$ cat config.mk
export PLATFORM = sky130hd
export DESIGN_NAME = vector_mem_arbiter
export DESIGN_NICKNAME = d
export VERILOG_FILES = /design/src/rtl/vec_mem_pkg.sv /design/src/rtl/arb_starve_counter.sv /design/src/rtl/vector_mem_arbiter.sv
export SDC_FILE = /design/constraint.sdc
export NUM_CORES = 1
export LEC_CHECK = 0
export CORE_AREA = 2 2 294 296
export DETAILED_ROUTE_END_ITERATION = 10
export DIE_AREA = 0 0 296 298
export PLACE_DENSITY_LB_ADDON = 0.1
export SYNTH_ARGS = -nofsm -noshare
export SYNTH_HDL_FRONTEND = slang
export SYNTH_SLANG_ARGS = --single-unit
$ cat constraint.sdc
create_clock -name clk -period 2 [get_ports clk]
set_input_delay 0.4 -clock clk [delete_from_list [all_inputs] [get_ports clk]]
set_output_delay 0.4 -clock clk [all_outputs]
set_load 0.03 [all_outputs]
$ cat src/rtl/vec_mem_pkg.sv
// Shared types and widths for the vector data-memory arbiter.
package vec_mem_pkg;

    localparam int VEC_DW = 128;
    localparam int VEC_AW = 16;

    // Arbiter control states.
    typedef enum logic [0:0] {
        IDLE  = 1'b0,
        BURST = 1'b1
    } arb_state_t;

    // Owner of an issued memory read, used to route the returned data.
    typedef enum logic [0:0] {
        OWN_P = 1'b0,
        OWN_D = 1'b1
    } owner_t;

endpackage

$ cat src/rtl/arb_starve_counter.sv
// Saturating wait counter for the burst reader. sat is high once the reader
// has waited MAX_WAIT cycles, so that it is forced in ahead of the pipeline.
module arb_starve_counter #(
    parameter int MAX_WAIT = 8
) (
    input  logic clk,
    input  logic rst,
    input  logic inc,
    input  logic clr,
    output logic sat
);

    localparam int CW = ($clog2(MAX_WAIT + 1) > 0) ? $clog2(MAX_WAIT + 1) : 1;
    localparam logic [CW-1:0] MAX_C = CW'(MAX_WAIT);

    logic [CW-1:0] cnt_r;

    // Count waiting cycles; a grant clears the count, and it holds at MAX_WAIT.
    always_ff @(posedge clk) begin
        if (rst) begin
            cnt_r <= {CW{1'b0}};
        end else if (clr) begin
            cnt_r <= {CW{1'b0}};
        end else if (inc && (cnt_r != MAX_C)) begin
            cnt_r <= cnt_r + CW'(1);
        end else begin
            cnt_r <= cnt_r;
        end
    end

    assign sat = (cnt_r == MAX_C);

endmodule

$ cat src/rtl/vector_mem_arbiter.sv
// Arbiter for the single vector data-memory port, shared between the pipeline
// memory stage (priority) and the image-burst reader. The reader is forced in
// after MAX_WAIT cycles of waiting and then owns the port for BURST_LEN reads.
// Optional build macro: ARB_PERF_CNT_EN enables the stall_cnt/burst_cnt
// performance counters; without it both outputs are tied to zero.
module vector_mem_arbiter
    import vec_mem_pkg::*;
#(
    parameter int DW        = VEC_DW,
    parameter int AW        = VEC_AW,
    parameter int BURST_LEN = 4,
    parameter int MAX_WAIT  = 8
) (
    input  logic          clk,
    input  logic          rst,
    input  logic          p_req,
    input  logic          p_we,
    input  logic [AW-1:0] p_addr,
    input  logic [DW-1:0] p_wdata,
    output logic          p_stall,
    output logic [DW-1:0] p_rdata,
    output logic          p_rvalid,
    input  logic          d_req,
    input  logic [AW-1:0] d_addr,
    output logic          d_gnt,
    output logic [DW-1:0] d_rdata,
    output logic          d_rvalid,
    output logic          d_done,
    output logic          mem_en,
    output logic          mem_we,
    output logic [AW-1:0] mem_addr,
    output logic [DW-1:0] mem_wdata,
    input  logic [DW-1:0] mem_rdata,
    output logic [31:0]   stall_cnt,
    output logic [31:0]   burst_cnt
);

    localparam int BW = (BURST_LEN > 1) ? $clog2(BURST_LEN) : 1;
    localparam logic [BW-1:0] LAST_BEAT = BW'(BURST_LEN - 1);

    arb_state_t    state_r;
    arb_state_t    state_nxt_s;
    logic [AW-1:0] base_r;
    logic [BW-1:0] beat_r;
    logic [BW-1:0] beat_nxt_s;

    logic          starve_sat_s;
    logic          d_win_s;
    logic          p_win_s;
    owner_t        issue_own_s;
    logic          issue_last_s;

    logic          rd_pend_r;
    owner_t        rd_own_r;
    logic          rd_last_r;

    // Arbitration and memory-port drive; beat 0 of a burst issues in the grant cycle.
    always_comb begin
        state_nxt_s  = state_r;
        beat_nxt_s   = beat_r;
        mem_en       = 1'b0;
        mem_we       = 1'b0;
        mem_addr     = {AW{1'b0}};
        mem_wdata    = {DW{1'b0}};
        d_win_s      = 1'b0;
        p_win_s      = 1'b0;
        issue_own_s  = OWN_P;
        issue_last_s = 1'b0;
        if (rst) begin
            state_nxt_s = IDLE;
            beat_nxt_s  = {BW{1'b0}};
        end else begin
            case (state_r)
                IDLE: begin
                    if (d_req && starve_sat_s) begin
                        d_win_s = 1'b1;
                    end else if (p_req) begin
                        p_win_s = 1'b1;
                    end else if (d_req) begin
                        d_win_s = 1'b1;
                    end else begin
                        d_win_s = 1'b0;
                    end
                    if (d_win_s) begin
                        mem_en      = 1'b1;
                        mem_addr    = d_addr;
                        issue_own_s = OWN_D;
                        if (BURST_LEN > 1) begin
                            state_nxt_s  = BURST;
                            beat_nxt_s   = BW'(1);
                            issue_last_s = 1'b0;
                        end else begin
                            issue_last_s = 1'b1;
                        end
                    end else if (p_win_s) begin
                        mem_en    = 1'b1;
                        mem_we    = p_we;
                        mem_addr  = p_addr;
                        mem_wdata = p_wdata;
                    end else begin
                        mem_en = 1'b0;
                    end
                end
                BURST: begin
                    mem_en      = 1'b1;
                    mem_addr    = base_r + AW'(beat_r);
                    issue_own_s = OWN_D;
                    if (beat_r == LAST_BEAT) begin
                        issue_last_s = 1'b1;
                        state_nxt_s  = IDLE;
                        beat_nxt_s   = {BW{1'b0}};
                    end else begin
                        beat_nxt_s = beat_r + BW'(1);
                    end
                end
                default: begin
                    state_nxt_s = IDLE;
                    beat_nxt_s  = {BW{1'b0}};
                end
            endcase
        end
    end

    assign d_gnt   = d_win_s;
    assign p_stall = p_req & ~p_win_s;

    // State, beat index and captured burst base address.
    always_ff @(posedge clk) begin
        if (rst) begin
            state_r <= IDLE;
            beat_r  <= {BW{1'b0}};
            base_r  <= {AW{1'b0}};
        end else begin
            state_r <= state_nxt_s;
            beat_r  <= beat_nxt_s;
            if (d_win_s) begin
                base_r <= d_addr;
            end else begin
                base_r <= base_r;
            end
        end
    end

    // Read-return tag: which requester gets next cycle's mem_rdata, and whether it ends a burst.
    always_ff @(posedge clk) begin
        if (rst) begin
            rd_pend_r <= 1'b0;
            rd_own_r  <= OWN_P;
            rd_last_r <= 1'b0;
        end else begin
            rd_pend_r <= mem_en & ~mem_we;
            rd_own_r  <= issue_own_s;
            rd_last_r <= issue_last_s;
        end
    end

    assign p_rvalid = rd_pend_r & (rd_own_r == OWN_P);
    assign d_rvalid = rd_pend_r & (rd_own_r == OWN_D);
    assign d_done   = d_rvalid & rd_last_r;
    assign p_rdata  = mem_rdata;
    assign d_rdata  = mem_rdata;

    // The reader waits whenever it requests without being granted this cycle.
    arb_starve_counter #(
        .MAX_WAIT (MAX_WAIT)
    ) u_starve (
        .clk (clk),
        .rst (rst),
        .inc (d_req & ~d_win_s),
        .clr (d_win_s),
        .sat (starve_sat_s)
    );

`ifdef ARB_PERF_CNT_EN
    logic [31:0] stall_cnt_r;
    logic [31:0] burst_cnt_r;

    // Free-running wrap-around counters of pipeline stall cycles and reader grants.
    always_ff @(posedge clk) begin
        if (rst) begin
            stall_cnt_r <= 32'd0;
            burst_cnt_r <= 32'd0;
        end else begin
            stall_cnt_r <= stall_cnt_r + {31'd0, p_stall};
            burst_cnt_r <= burst_cnt_r + {31'd0, d_win_s};
        end
    end

    assign stall_cnt = stall_cnt_r;
    assign burst_cnt = burst_cnt_r;
`else
    assign stall_cnt = 32'd0;
    assign burst_cnt = 32'd0;
`endif

endmodule
Yosys cells after proc, flatten, opt, wreduce, memory -nomap -nowiden
Index checks and enable logic that the tools add are counted.
Word-level totals
  register bits: 26
  input port bits: 293
  logic and storage cells: 66
Operators by class
  add/subtract/negate cells: 3
  eq/ne operators: 4
  muxes and demuxes: 38
  bitwise operators: 11
  reduce and logical (&&, ||, !) cells: 3
Operators by type and width (count)
  $mux 128: 4
  $mux 16: 3
  $pmux 16 s2: 1
  $mux 1: 23
  $add 16x2->16: 1
  $pmux 1 s2: 4
  $and 1x1->1: 6
  $not 1->1: 5
  $add 4x1->4 const B: 1
  $eq 4x4->1 const B: 1
  $mux 2: 2
  $ne 4x4->1 const B: 1
  $pmux 2 s2: 1
  $add 2x1->2 const B: 1
  $eq 2x2->1 const B: 1
  $logic_and 1x1->1: 2
  $ne 2x2->1 const B: 1
  $reduce_or 2->1: 1

Depth between registers and ports, before layout
  word-level depth: 11
  gate-level depth with buffers: 8
  gate-level depth less buffers: 6

Cells and area by module
Synthesis repeated with hierarchy kept, for this count alone.
Second synthesis, totals
  cells, all modules: 702
  area total of the unflattened synthesis: 5027.3 um2
By module, submodules not included
  vector_mem_arbiter: times used 1, cells an instance 677, area an instance 4803.4 um2
  arb_starve_counter: times used 1, cells an instance 25, area an instance 224.0 um2

Least setup slack after synthesis
No wires, ideal clock.
  kind: reg2out
  start: register u_starve.cnt_r[0]
  end: output port mem_addr[4]
  data arrival time: 2164 ps
  data required time: 1600 ps
  slack: -564 ps
  cell stages (with the launch flop): 8
  buffers on the path: 1
  path through: dfxtp_1 > inv_1 > ha_1 > and4b_1 > nor2b_1 > buf_2 > a21oi_1 > nor4_1
Between the ends
  word-level cells in the longest chain between the ends: 9
  elaborated cells on any way between the ends: 12
RTL lines
  start, declared: RTL line arb_starve_counter.sv:16  | logic [CW-1:0] cnt_r;
  start signal, assigned: RTL line arb_starve_counter.sv:21  | cnt_r <= {CW{1'b0}};
  start signal, assigned: RTL line arb_starve_counter.sv:23  | cnt_r <= {CW{1'b0}};
  start signal, assigned: RTL line arb_starve_counter.sv:25  | cnt_r <= cnt_r + CW'(1);
  $eq 4x4->1 (*): RTL line arb_starve_counter.sv:31  | assign sat = (cnt_r == MAX_C);
  $logic_and 1x1->1 (*): RTL line vector_mem_arbiter.sv:75  | if (d_req && starve_sat_s) begin
  $mux 1: RTL line vector_mem_arbiter.sv:75
  $mux 1: RTL line vector_mem_arbiter.sv:73  | case (state_r)
  $mux 1: RTL line vector_mem_arbiter.sv:69  | if (rst) begin
  $mux 16: RTL line vector_mem_arbiter.sv:95  | end else if (p_win_s) begin
  $mux 16 (*): RTL line vector_mem_arbiter.sv:84  | if (d_win_s) begin
  $pmux 16 s2 (*): RTL line vector_mem_arbiter.sv:73
  $mux 16 (*): RTL line vector_mem_arbiter.sv:69
  end, declared: RTL line vector_mem_arbiter.sv:31  | output logic [AW-1:0] mem_addr,
Every way passes the cells marked *; elsewhere a longest branch is shown, timed or not. The select of a mux whose other input is x is not followed.

Worst setup path after layout
  start: register beat_r[0]
  end: output port mem_addr[8]
Between the ends
  word-level cells in the longest chain between the ends: 3
RTL lines
  start, declared: RTL line vector_mem_arbiter.sv:44  | logic [BW-1:0] beat_r;
  start signal, assigned: RTL line vector_mem_arbiter.sv:131  | beat_r <= {BW{1'b0}};
  start signal, assigned: RTL line vector_mem_arbiter.sv:135  | beat_r <= beat_nxt_s;
  $add 16x2->16: RTL line vector_mem_arbiter.sv:106  | mem_addr = base_r + AW'(beat_r);
  $pmux 16 s2: RTL line vector_mem_arbiter.sv:73
  $mux 16: RTL line vector_mem_arbiter.sv:69
Every way passes these cells.

==> flow_metrics.tcl <==
set metrics [dict create \
    worstPathCellList "ha_4, fa_2, and4_4, nand4_1, xor2_1, a2111oi_4, buf_12" \
    multi_input_area_um2 3042 \
    critPathTopFamily "adder cells" \
    hold_path_class "flop to flop" \
    cts_buffers 3 \
    grtUsageMet3_pct 3.946 \
    die_area_um2 88210 \
    drt_drc_violations_left 0 \
    tns_ns -64.14 \
    synthArstFlopShare_pct 0 \
    ys_types 43 \
    avgSynthCellArea_um2 7.272 \
    io_buffers 315 \
    ant_nets 0 \
    fillCellCount 9774 \
    path_depth 7 \
    placement_rows 107 \
    drv_cap 0 \
    grt_max_degree 35 \
    placed_cell_area_um2 8775 \
    gp_congestion 0.6784 \
    grt_use_met1_pct 8.831 \
    arrival_ns 2.21 \
    area_growth_pct 104.0 \
    pin_count 764 \
    finalHoldViolCount 0 \
    status "finished, violations left" \
    fin_util_pct 12.16 \
    critPathRequiredTime_ns 1.60 \
    critPathMaxStageDelay_ns 0.42 \
    combPwrFrac_pct 67.2 \
    crit_fanout 3 \
    ys.flop_type "dfxtp_1" \
    yosys_register_bits 26 \
    hold_depth 2 \
    yosysSeqAreaShare_pct 10.28 \
    nets 1150 \
    grt_pass1_wl_um 44530 \
    drive_above_1_share_pct 55.95 \
    die_h_um 298 \
    gr-usage-met2_pct 11.21 \
    h-tree-depth 1 \
    fp.dieW_um 296 \
    wl_per_cell_um 17.52 \
    hpwl_um 28730 \
    floorplan.initialDensity_pct 5.963 \
    clkSinkCount 26 \
    drtIter0Drc 99 \
    slew_violations 0 \
    antenna_found_initial 10 \
    ff2ff_path_depth 11 \
    violations "setup timing" \
    busiest_layer "met2" \
    ir_worst_vdd_v 0.0002551 \
    p_leak_nw 3.991 \
    pwr_density_cell_nw_per_um2 315.2 \
    switching_power_w 0.001317 \
    gr-usage-all-layers_pct 7.385 \
    cts.path.max_buffers 2 \
    via_per_inst 2.400 \
    pwr-share-clk_pct 15.4 \
    clkTransAtPathRegs_ns 0.08 \
    endpoint_kind "primary output" \
    grt-ovfl-total 0 \
    skew_ns 0.002077 \
    pwr-share-seq_pct 17.4 \
    critPathBufInv 1 \
    seq_area_um2 534.3 \
    swShare_pct 40.48 \
    crit_path_top_delay_cell "fa_2" \
    clk_latency_ns 0.28 \
    drt_pass1_iterations 4 \
    post-route-cell-area_um2 10320 \
    setup_ws_ns -0.6093 \
    syn_area_um2 5061 \
    cts_hold_buf 0 \
    pre_cts_ws_ns -0.7611 \
    yosys_warnings 0 \
    syn_inst 696 \
    p_int_w 0.001936 \
    max_freq_mhz 383.2 \
    period_share_pct 130.5 \
    synth_edf_count 0 \
    placed_cells 1949 \
    vias 4786 \
    critical_path_class "flop to primary output" \
    wirelength_um 34930 \
    rsz0062_at_grt "yes" \
    root_buffer "clkbuf_16" \
    setup_viol_count_final 148 \
    grt_pass1_vias 5140 \
    min_period_ns 2.609 \
    core_area_um2 84880 \
    crit_path_start_kind "flop" \
    fin_cells 1994 \
    tritoncts "done" \
]
## cells by family after synthesis
group                    after synthesis  share of synthesized area [%]
adder cells (fa/ha/maj)                6                          1.632
flip-flops                            26                          10.28
AND/OR/NAND/NOR                      231                          26.08
other                                  1                        0.07409
AO/OA/AOI/OAI                         64                          8.974
buffers and inverters                355                          50.68
XOR/XNOR                              12                          2.077
multiplexers                           1                         0.1978
## worst reg2reg max path, delay by kind of cell, from the launching register on
kind                       cells  cell delay, ns
adders and majority gates      1            0.15
and+or+nand+nor                4            0.64
DFF                            1            0.34
buffers and inverters          6            0.61
## path summary, 6_finish.rpt
check / start / end / slack (ns)
hold reg to reg: base_r[0] / base_r[0] / 0.48
setup reg to reg: u_starve.cnt_r[0] / rd_pend_r / 0.15
hold / removal: base_r[0] / base_r[0] / 0.48
setup / recovery: beat_r[0] / mem_addr[8] / -0.61
## power by group through the flow
stage | clock [W] | combinational, W | sequential [W]
4_1_cts | 0.000546 | 0.00226 | 0.000566
6_report | 0.000501 | 0.00219 | 0.000564
3_3_place_gp | 0 | 0.00186 | 0.000577
2_1_floorplan | 0 | 0.00187 | 0.000580
5_1_grt | 0.000543 | 0.00232 | 0.000570
3_5_place_dp | 0 | 0.00185 | 0.000577
## synth_stat cells (5+ instances only)
cell type  number  area [um2]
clkbuf_1        6       22.52
dfxtp_1        26       520.5
nand2_1        37       138.9
xnor2_1         9       78.83
a21oi_1        35       175.2
and2_1        132       825.8
nor2_1         21       78.83
buf_2          19       95.09
nor3_1         15       75.07
a2111oi_2       5       75.07
a211oi_1       11       82.58
nor2b_1         7       43.79
inv_1           7       26.28
buf_4         322        2417
ha_1            5       62.56
## sequential cells by signal, indices dropped and copies added (netlist names)
register	flops
rd_last_r	1
beat_r	2
state_r	1
rd_pend_r	1
rd_own_r	1
base_r	16
u_starve.cnt_r	4
## cells in the final DEF, fill, tap and decap left out, drive strengths merged, types with 2 or more instances in the layout
master,Yosys,routed
nand4,4,4
nor2b,7,7
nor3,16,16
inv,7,7
ha,5,5
clkbuf,6,5
dlygate4sd2,0,2
buf,342,269
xor2,3,3
nand2b,2,2
a211oi,13,13
xnor2,9,9
a2111oi,5,5
nand3,2,2
a41o,3,3
nand2,37,37
a21oi,36,36
dfxtp,26,26
conb,1,64
clkdlybuf4s50,0,162
and2,132,132
nor2,22,22
nor4,4,4
o21ai,2,2
## final cells by class
type | count | share of cell area (%)
diodes | 1 | 0.02424
clock buffers | 3 | 0.7273
inverters | 7 | 0.2545
multi-input cells | 378 | 29.47
flip-flops and latches | 26 | 5.176
well taps | 1144 | 13.87
repair buffers | 435 | 50.48
## layer usage
layer / part of all wire (%) / wire length [um]
met4: 2.5 / 873
met5: 0.63 / 219
met3: 13 / 4689
met2: 43 / 15040
met1: 40 / 14100
## per-stage QoR
stage | hold WS, ns | total power (W)
after floorplan | 0.4445 | 0.002448
after global placement | 0.4877 | 0.002437
after detailed placement | 0.4899 | 0.002425
after CTS | 0.4898 | 0.003376
after global routing | 0.5059 | 0.003438
final | 0.4818 | 0.003253
## what timing repair did
action	in CTS	in global routing
endpoints found under the setup margin	149	149
pin swaps	81	49
gates cloned	15	2
resized for setup	290	66
setup buffers	32	14
No activity file was read; power rests on OpenSTA's default activity.
